### src/rtl/mem_lsu_pkg.sv
`default_nettype none
// ============================================================================
// Module   : mem_lsu_pkg
// Purpose  : Shared load/store op codes, LSU state encoding and op decode helpers.
// Revision : 1.0 - initial release
// ============================================================================
package mem_lsu_pkg;

    localparam logic [7:0] EXE_NOP_OP = 8'h00;
    localparam logic [7:0] EXE_ADD_OP = 8'h20;
    localparam logic [7:0] EXE_LB_OP  = 8'hE0;
    localparam logic [7:0] EXE_LH_OP  = 8'hE1;
    localparam logic [7:0] EXE_LW_OP  = 8'hE3;
    localparam logic [7:0] EXE_LBU_OP = 8'hE4;
    localparam logic [7:0] EXE_LHU_OP = 8'hE5;
    localparam logic [7:0] EXE_SB_OP  = 8'hE8;
    localparam logic [7:0] EXE_SH_OP  = 8'hE9;
    localparam logic [7:0] EXE_SW_OP  = 8'hEB;

    localparam logic [31:0] ZeroWord = 32'h0000_0000;

    typedef enum logic [1:0] {
        LSU_IDLE = 2'd0,
        LSU_BUSY = 2'd1,
        LSU_DONE = 2'd2
    } lsu_state_e;

    typedef enum logic [1:0] {
        SZ_BYTE = 2'd0,
        SZ_HALF = 2'd1,
        SZ_WORD = 2'd2
    } acc_size_e;

    function automatic logic is_load(input logic [7:0] op);
        return (op == EXE_LB_OP) || (op == EXE_LBU_OP) || (op == EXE_LH_OP) ||
               (op == EXE_LHU_OP) || (op == EXE_LW_OP);
    endfunction

    function automatic logic is_store(input logic [7:0] op);
        return (op == EXE_SB_OP) || (op == EXE_SH_OP) || (op == EXE_SW_OP);
    endfunction

    function automatic acc_size_e op_size(input logic [7:0] op);
        if ((op == EXE_LB_OP) || (op == EXE_LBU_OP) || (op == EXE_SB_OP)) begin
            return SZ_BYTE;
        end else if ((op == EXE_LH_OP) || (op == EXE_LHU_OP) || (op == EXE_SH_OP)) begin
            return SZ_HALF;
        end
        return SZ_WORD;
    endfunction

    function automatic logic is_misaligned(input logic [7:0] op, input logic [1:0] off);
        acc_size_e sz;
        sz = op_size(op);
        if (sz == SZ_HALF) begin
            return off[0];
        end else if (sz == SZ_WORD) begin
            return off != 2'b00;
        end
        return 1'b0;
    endfunction

endpackage
`default_nettype wire

### src/rtl/mem_lsu_align.sv
`default_nettype none
// ============================================================================
// Module   : lsu_align
// Purpose  : Big-endian lane select, store replication and load extension.
// Revision : 1.0 - initial release
// ============================================================================
module lsu_align
    import mem_lsu_pkg::*;
(
    input  logic [7:0]  aluop_i,
    input  logic [1:0]  offset_i,
    input  logic [31:0] sdata_i,
    input  logic [31:0] rdata_i,
    output logic [3:0]  sel_o,
    output logic [31:0] wdata_o,
    output logic [31:0] ldata_o
);

    logic [7:0]  lane_b;
    logic [15:0] lane_h;
    logic        sext;

    always_comb begin
        lane_b  = 8'h00;
        lane_h  = 16'h0000;
        sext    = (aluop_i == EXE_LB_OP) || (aluop_i == EXE_LH_OP);
        sel_o   = 4'b1111;
        wdata_o = sdata_i;
        ldata_o = rdata_i;

        // offset 0 is the most significant byte on this bus
        case (offset_i)
            2'd0:    lane_b = rdata_i[31:24];
            2'd1:    lane_b = rdata_i[23:16];
            2'd2:    lane_b = rdata_i[15:8];
            default: lane_b = rdata_i[7:0];
        endcase
        lane_h = offset_i[1] ? rdata_i[15:0] : rdata_i[31:16];

        case (op_size(aluop_i))
            SZ_BYTE: begin
                sel_o   = 4'b1000 >> offset_i;
                wdata_o = {4{sdata_i[7:0]}};
                ldata_o = {{24{sext & lane_b[7]}}, lane_b};
            end
            SZ_HALF: begin
                sel_o   = offset_i[1] ? 4'b0011 : 4'b1100;
                wdata_o = {2{sdata_i[15:0]}};
                ldata_o = {{16{sext & lane_h[15]}}, lane_h};
            end
            default: begin
                sel_o   = 4'b1111;
                wdata_o = sdata_i;
                ldata_o = rdata_i;
            end
        endcase
    end

endmodule
`default_nettype wire

### src/rtl/mem_lsu.sv
`default_nettype none
// ============================================================================
// Module   : mem_lsu
// Purpose  : MEM stage load/store unit on a req/ack bus; stalls until ack.
// Revision : 1.0 - initial release
// ============================================================================
module mem_lsu
    import mem_lsu_pkg::*;
#(
    parameter int ADDR_W = 32,
    parameter int DATA_W = 32
) (
    input  logic              clk,
    input  logic              rst,
    input  logic [4:0]        mem_waddr_i,
    input  logic [DATA_W-1:0] mem_wdata_i,
    input  logic              mem_we_i,
    input  logic [7:0]        mem_aluop_i,
    input  logic [ADDR_W-1:0] mem_addr_i,
    input  logic [DATA_W-1:0] mem_sdata_i,
    output logic              dbus_req_o,
    output logic              dbus_we_o,
    output logic [ADDR_W-1:0] dbus_addr_o,
    output logic [3:0]        dbus_sel_o,
    output logic [DATA_W-1:0] dbus_wdata_o,
    input  logic [DATA_W-1:0] dbus_rdata_i,
    input  logic              dbus_ack_i,
    output logic [4:0]        wb_waddr_o,
    output logic [DATA_W-1:0] wb_wdata_o,
    output logic              wb_we_o,
    output logic              stallreq_o,
    output logic              misalign_o
);

    lsu_state_e        state_q, state_d;
    logic              req_q, req_d;
    logic              we_q, we_d;
    logic [ADDR_W-1:0] addr_q, addr_d;
    logic [3:0]        sel_q, sel_d;
    logic [DATA_W-1:0] wdata_q, wdata_d;
    logic [DATA_W-1:0] ldata_q, ldata_d;

    logic        op_load;
    logic        op_store;
    logic        op_mem;
    logic        op_misaligned;
    logic [3:0]  al_sel;
    logic [31:0] al_wdata;
    logic [31:0] al_ldata;

    assign op_load       = is_load(mem_aluop_i);
    assign op_store      = is_store(mem_aluop_i);
    assign op_mem        = op_load | op_store;
    assign op_misaligned = is_misaligned(mem_aluop_i, mem_addr_i[1:0]);

    lsu_align u_align (
        .aluop_i  (mem_aluop_i),
        .offset_i (mem_addr_i[1:0]),
        .sdata_i  (mem_sdata_i),
        .rdata_i  (dbus_rdata_i),
        .sel_o    (al_sel),
        .wdata_o  (al_wdata),
        .ldata_o  (al_ldata)
    );

    always_comb begin
        state_d    = state_q;
        req_d      = req_q;
        we_d       = we_q;
        addr_d     = addr_q;
        sel_d      = sel_q;
        wdata_d    = wdata_q;
        ldata_d    = ldata_q;
        wb_waddr_o = mem_waddr_i;
        wb_wdata_o = mem_wdata_i;
        wb_we_o    = mem_we_i;
        stallreq_o = 1'b0;
        misalign_o = 1'b0;

        case (state_q)
            LSU_IDLE: begin
                // Memory ops never write back from IDLE: either faulted or still in flight
                if (op_mem && !rst) begin
                    wb_we_o = 1'b0;
                    if (op_misaligned) begin
                        misalign_o = 1'b1;
                    end else begin
                        stallreq_o = 1'b1;
                        req_d      = 1'b1;
                        we_d       = op_store;
                        addr_d     = {mem_addr_i[ADDR_W-1:2], 2'b00};
                        sel_d      = al_sel;
                        wdata_d    = al_wdata;
                        state_d    = LSU_BUSY;
                    end
                end
            end
            LSU_BUSY: begin
                stallreq_o = 1'b1;
                wb_we_o    = 1'b0;
                if (dbus_ack_i) begin
                    if (op_load) begin
                        ldata_d = al_ldata;
                    end
                    req_d   = 1'b0;
                    we_d    = 1'b0;
                    addr_d  = '0;
                    sel_d   = 4'b0000;
                    wdata_d = ZeroWord;
                    state_d = LSU_DONE;
                end
            end
            LSU_DONE: begin
                if (op_load) begin
                    wb_wdata_o = ldata_q;
                end
                state_d = LSU_IDLE;
            end
            default: begin
                state_d = LSU_IDLE;
            end
        endcase
    end

    always_ff @(posedge clk) begin
        if (rst) begin
            state_q <= LSU_IDLE;
            req_q   <= 1'b0;
            we_q    <= 1'b0;
            addr_q  <= '0;
            sel_q   <= 4'b0000;
            wdata_q <= ZeroWord;
            ldata_q <= ZeroWord;
        end else begin
            state_q <= state_d;
            req_q   <= req_d;
            we_q    <= we_d;
            addr_q  <= addr_d;
            sel_q   <= sel_d;
            wdata_q <= wdata_d;
            ldata_q <= ldata_d;
        end
    end

    assign dbus_req_o   = req_q;
    assign dbus_we_o    = we_q;
    assign dbus_addr_o  = addr_q;
    assign dbus_sel_o   = sel_q;
    assign dbus_wdata_o = wdata_q;

endmodule
`default_nettype wire

### config.mk
export PLATFORM = sky130hd
export DESIGN_NAME = mem_lsu
export DESIGN_NICKNAME = d
export VERILOG_FILES = /design/src/rtl/mem_lsu_pkg.sv /design/src/rtl/mem_lsu_align.sv /design/src/rtl/mem_lsu.sv
export SDC_FILE = /design/constraint.sdc
export NUM_CORES = 1
export LEC_CHECK = 0
export BUFFER_PORTS_ARGS = -buffer_cell sky130_fd_sc_hd__buf_2
export CAP_MARGIN = 40
export CORE_UTILIZATION = 35
export CTS_BUF_LIST = sky130_fd_sc_hd__clkbuf_4 sky130_fd_sc_hd__clkbuf_8
export DETAILED_ROUTE_END_ITERATION = 7
export PLACE_DENSITY = 0.67
export SLEW_MARGIN = 15
export SYNTH_ARGS = -nofsm -noshare
export SYNTH_HDL_FRONTEND = slang
export SYNTH_SLANG_ARGS = --single-unit
### constraint.sdc
create_clock -name clk -period 5.09 [get_ports clk]
set_clock_uncertainty 0.15 [all_clocks]
set_input_delay 0.2545 -clock clk [delete_from_list [all_inputs] [get_ports clk]]
set_output_delay 0.2545 -clock clk [all_outputs]
set_load 0.01 [all_outputs]
-- After elaboration in Yosys (flattened, before gate mapping)
Index checks and enable logic that the tools add are counted.
- bits in registers: 104
- input bits: 145
- output and inout bits: 110
- word-level logic and storage cells: 96
- eq/ne operators: 17
- shifts and indexed selects: 1
- mux-type cells: 48
- bitwise logic cells: 3
- reduce and logical (&&, ||, !) cells: 20
- operator list (cell ; count):
    case mux 32 bit (2 select lines) ; 4
    2-to-1 mux 32 bit ; 7
    equality test 8 bit, second input constant ; 8
    case mux 8 bit (3 select lines) ; 1
    2-to-1 mux 1 bit ; 18
    2-to-1 mux 16 bit ; 1
    2-to-1 mux 4 bit ; 4
    case mux 4 bit (2 select lines) ; 2
    2-to-1 mux 2 bit ; 6
    logical OR 1 bit ; 10
    case mux 1 bit (2 select lines) ; 4
    equality test 2 x 1 -> 1 bit, second input constant ; 3
    equality test 2 bit, second input constant ; 3
    zero test 2 bit ; 3
    != test 2 bit, second input constant ; 3
    AND reduction 3 bit ; 2
    case mux 2 bit (2 select lines) ; 1
    AND reduction 4 bit ; 1
    nonzero test 2 bit ; 2
    >> shifter 4 x 2 -> 4 bit, first input constant ; 1
    AND 1 bit ; 2
    logical AND 1 bit ; 1
    zero test 1 bit ; 1
    bitwise OR 1 bit ; 1

-- Depth between registers and ports, before layout
- depth after elaboration: 13
- mapped depth: 7
- gate-level depth less buffers: 4

-- Cells and area by module
Synthesis repeated with hierarchy kept, for this count alone.
- cells, all modules: 668
- area total of the unflattened synthesis: 6158.4 µm²
- by module, submodules not included (module ; times used ; cells each ; area each (µm²) ; sequential area each (µm²)):
    mem_lsu ; 1 ; 469 ; 4614.4 ; 2042.0
    lsu_align ; 1 ; 199 ; 1544.0 ; 0.0

-- Least setup slack after synthesis
No wires, ideal clock.
- path kind: in2out
- start: in mem_aluop_i[4]
- end: out wb_wdata_o[10]
- arrival: 1.559 ns
- data required time: 4.686 ns
- path slack: 3.127 ns
- cell stages on the path: 5
- path buffers: 1
- cells stage by stage: nand4b_2 -> a211oi_2 -> nand3b_1 -> buf_2 -> mux2_2
- longest elaborated chain between the ends: 7
- elaborated cells on any way between the ends: 11
- those cells by class: eq/ne: 5; mux: 2; reduce/logical: 4
- ends and longest elaborated chain (item ; line ; RTL):
    start, declared ; mem_lsu.sv:18 ; input logic [7:0] mem_aluop_i,
    equality test 8 bit ; mem_lsu_pkg.sv:35 ; return (op == EXE_LB_OP) || (op == EXE_LBU_OP) || (op == EXE_LH_OP) ||
    logical OR 1 bit (3 in series) ; mem_lsu_pkg.sv:35 ;
    logical OR 1 bit (*) ; mem_lsu_pkg.sv:36 ; (op == EXE_LHU_OP) || (op == EXE_LW_OP);
    2-to-1 mux 32 bit (*) ; mem_lsu.sv:114 ; if (op_load) begin
    2-to-1 mux 32 bit (*) ; mem_lsu.sv:80 ; case (state_q)
    end, declared ; mem_lsu.sv:29 ; output logic [DATA_W-1:0] wb_wdata_o,
Every way passes the cells marked *; elsewhere a longest branch is shown, timed or not.

-- Final worst setup path
- start: in mem_aluop_i[0]
- end: out wb_wdata_o[19]
Same word-level chain as after synthesis.

==> out/results.txt <==
The maximum level of the CTS H-tree is 3, and the cell area power density is 220 mW/mm^2. In this run the clock root is driven by a sky130_fd_sc_hd__clkbuf_8. The portion of the post-synthesis area used by sequential elements was 41.4%. Arrival time of data at the critical path endpoint: 2.47 ns. The xor and xnor area share after synthesis was 0%. For this block, the initial DRC count from the detailed router was 252. In this run the worst hold path is classified as input port to flip-flop. The worst register-to-register path ends at ldata_q[27].

Once the clock tree was built, the resizer swapped 0 gates to a different size. Yosys mapped a number of flops with a built-in enable equal to 0. The final route contains 4991 vias. On the worst path, the slowest cell contributes a delay of 0.49 ns. Via density per instance: 5.30. After filler insertion, the fill cell instance count of the layout stands at 1233.

The run gives 0.00617 sq mm as the total placed instance area. Ranked by total cell area, the synthesized netlist is headed by sky130_fd_sc_hd__dfxtp_1, sky130_fd_sc_hd__a22o_1, sky130_fd_sc_hd__mux2_2. The synthesized netlist devotes 0% of its cell area to adder and majority cells.

The worst setup path is launched from an input port. Clock-pin slew was measured on the worst setup and hold paths at 0.10 ns. Summed over its instances, the top area cell type makes up 41.4% of the synthesized netlist area. The timing-limited maximum frequency is 348 MHz, and the async set-or-reset flop fraction in the synthesized netlist is 0%.

The count of different cell masters after synthesis is 54, and the full die area is 0.0146 sq mm. The worst min-delay path endpoint is dbus_wdata_o[5]. The number of remaining DRC errors was 0.

Later-pin clock latency in the skew report: 0.38 ns. The worst slew margin relative to its limit came out at 41.6%. The critical path is of the input port to output port type. Launching point of the worst reg2reg path: state_q[0]. The run gives 0 as the leftover overflow at the end of global routing. The half-perimeter wire length after placement is 11800 microns, and the sequential cell area in the final layout is 0.00204 sq mm. Setup repair after global routing left no endpoint under its margin. Along the worst hold path, the cell count comes to 2.

Post-route cell area: 0.00696 sq mm. The number of hold-slack violations in the final timing report was 0. Number of buffer and inverter instances along the worst setup path: 4. Required time at the endpoint of the critical path: 4.69 ns. Across every metal layer, demand over resource in global routing totals 23.4%. The logs give 903 for the final net count and 4 for the total iterations of the first detailed-routing run. For this run, the leading register cell type out of synthesis is sky130_fd_sc_hd__dfxtp_1. After layout, the worst path uses 56.5% of the clock period. The core region is 0.0135 sq mm. For this configuration, the core starts out at a cell density of 36.5%. After technology mapping, the gate count stands at 493. For the number of pins exceeding their max-slew limit in the final report, the log shows 0.

The routed design could run at a clock period as short as 2.88 ns. The die span in y works out to 121 microns. The synthesized design contains 102 register bits. Traced cell by cell, the critical path runs through buf_2, nand2b_1, a211oi_4, buf_4, nand3b_1, buf_4, mux2_2, buf_2.

Entering global routing, the biggest net connects 69 pins. The worst setup path is captured at an output port. The main combinational cell family by area after synthesis was compound AO/OA/AOI/OAI gates. The slew at the pin closest to its max-slew limit is 0.870 ns.

The cell family contributing the most delay on the critical path is buffers and inverters. After synthesis, the mean cell area works out to 9.99 sq um. The logs give 17100 microns for the routed wire length and 42 for the count of standard-cell rows. The number of clock sinks seen by CTS was 102; the placer's final routability congestion estimate was 0.839.

Setup violations remaining at the end of the flow were counted as 0. Summing all multi-input logic gate instances after layout gives 0.00261 sq mm. Measured against the total synthesized area, the mux share comes to 14.3%.

In this run, CTS created clock tree buffers numbering 9. The number of nets with antenna violations after detailed routing is 0, and the number of global-route vias before repair is 5144. For the initial antenna violation count, the log shows 1. Yosys printed 0 warnings.

The die is 121 microns wide. The startpoint identified for the worst hold timing path is mem_sdata_i[5]. The leakage power figure is 3.19 nW, and the proportion of layout cells with a drive suffix above 1 is 41.2%. In this run the cell area of the synthesized design comes to 0.00493 sq mm. The tools report the maximum clock insertion buffer count as 2. The count of port buffers added during placement works out to 242. The number of top-level design ports is 255, and the total negative setup slack is 0 ns. The synthesized design spends more area on one cell type than any other, namely sky130_fd_sc_hd__dfxtp_1. TritonCTS built the clock tree. Layout overhead on the synthesized area: 41.2%. The startpoint of the worst setup timing path is mem_aluop_i[0].

The register-to-register setup slack is 2.80 ns. The run finished with clean final reports. VDD sags by at most 163 uV.

The synthesized-area fraction occupied by and/or/nand/nor cells is 8.81%. The synthesized netlist devotes 29.5% of its cell area to compound gates. Across the run, the number of max-cap violations was 0. The routed wire length per instance is 18.2 microns. For the worst flop-to-flop path, the logic depth is 4. The first global-routing pass estimated 26300 microns of wire. Biggest fanout along the worst timing path: 32.

Among all stages on the critical path, the largest delay is contributed by sky130_fd_sc_hd__buf_2.
## how the worst max path moves through the flow
stage | end | slack, ns | depth (start not counted)
2_1_floorplan | wb_wdata_o[10] | 3.13 | 5
3_3_place_gp | wb_wdata_o[4] | 2.29 | 8
3_5_place_dp | wb_wdata_o[5] | 2.23 | 8
4_1_cts | wb_wdata_o[5] | 2.22 | 8
5_1_grt | wb_wdata_o[19] | 2.05 | 8
6_report | wb_wdata_o[19] | 2.21 | 8
## registers in the layout, summed over array words and instances, names as in the netlist
signal        count
ldata_q          32
dbus_sel_o        4
dbus_req_o        1
dbus_we_o         1
dbus_addr_o      30
state_q           2
dbus_wdata_o     32
## power breakdown
group	switching (W)	internal, W	total (W)
registers	0.00000157	0.000800	0.000802
clock network	0.000299	0.000197	0.000496
logic	0.000116	0.000119	0.000234
total	0.000416	0.00112	0.00153
## worst reg2reg max path, delay by kind of cell, from the launching register on
kind	cells	cell delay, ns
AO/OA/AOI/OAI	1	0.18
flip-flops	1	0.49
AND/OR/NAND/NOR	3	1.29
## metrics by stage
stage	hold slack (ns)	worst slack, ns	power, W	cells	utilization (%)
2_1_floorplan	0.237	3.13	0.000924	494	-
3_3_place_gp	0.283	2.29	0.00101	863	45.5
3_5_place_dp	0.289	2.23	0.00102	864	45.7
4_1_cts	0.0000563	2.22	0.00154	938	51.4
5_1_grt	0.00381	2.05	0.00160	939	51.5
6_report	0.0153	2.21	0.00153	941	51.5
## area by class of cell
cell class	instances	area share, %
Inverter	5	0.270
Clock buffer	10	1.98
Multi-Input combinational cell	332	37.5
Clock inverter	6	0.719
Antenna cell	2	0.0719
Tap cell	176	3.16
Timing Repair Buffer	308	26.9
Sequential cell	102	29.3
## Yosys cell counts (8+ instances only)
cell type	number
sky130_fd_sc_hd__a211oi_1	27
sky130_fd_sc_hd__dfxtp_1	102
sky130_fd_sc_hd__o21ai_0	19
sky130_fd_sc_hd__clkbuf_1	25
sky130_fd_sc_hd__a311oi_1	9
sky130_fd_sc_hd__mux2i_1	30
sky130_fd_sc_hd__buf_2	18
sky130_fd_sc_hd__o2bb2ai_1	21
sky130_fd_sc_hd__nor2_1	8
sky130_fd_sc_hd__mux2_2	34
sky130_fd_sc_hd__buf_4	9
sky130_fd_sc_hd__a21oi_1	33
sky130_fd_sc_hd__a22o_1	50
sky130_fd_sc_hd__nand2_1	30
## per-layer routing
layer  part of all wire (%)  vias up  global-route usage (%)
met5                      0        -                       0
met4                    1.8        0                    8.33
met3                    8.0       25                    7.22
met2                     51      226                    42.7
met1                     39     2314                    25.4
li1                       -     2426                       -
## logic make-up after synthesis
kind of cell | after synthesis
other cells | 1
compound gates | 190
buf+inv | 60
simple gates | 75
flops | 102
mux | 65
## cell usage in the layout (no fill, tap or decap), types with 4 or more instances in the layout
cell type,count
sky130_fd_sc_hd__o21ai_0,19
sky130_fd_sc_hd__nor2_1,7
sky130_fd_sc_hd__clkbuf_8,10
sky130_fd_sc_hd__mux2i_1,30
sky130_fd_sc_hd__dfxtp_1,102
sky130_fd_sc_hd__buf_2,242
sky130_fd_sc_hd__a32oi_1,7
sky130_fd_sc_hd__a22o_1,50
sky130_fd_sc_hd__a211oi_1,27
sky130_fd_sc_hd__nand2_1,30
sky130_fd_sc_hd__dlygate4sd3_1,59
sky130_fd_sc_hd__and4_1,4
sky130_fd_sc_hd__nor2b_1,5
sky130_fd_sc_hd__a21o_1,5
sky130_fd_sc_hd__buf_4,6
sky130_fd_sc_hd__and3_1,7
sky130_fd_sc_hd__a21oi_1,33
sky130_fd_sc_hd__a311oi_1,9
sky130_fd_sc_hd__inv_1,5
sky130_fd_sc_hd__o2bb2ai_1,21
sky130_fd_sc_hd__mux2_2,34
sky130_fd_sc_hd__nor3_1,5
## what timing repair did
item                                   4_1_cts  5_1_grt
endpoints found under the hold margin       58        1
setup endpoints to repair                    0        0
setup buffers                                0        0
hold buffers                                58        1
No activity file was read; power rests on OpenSTA's default activity.
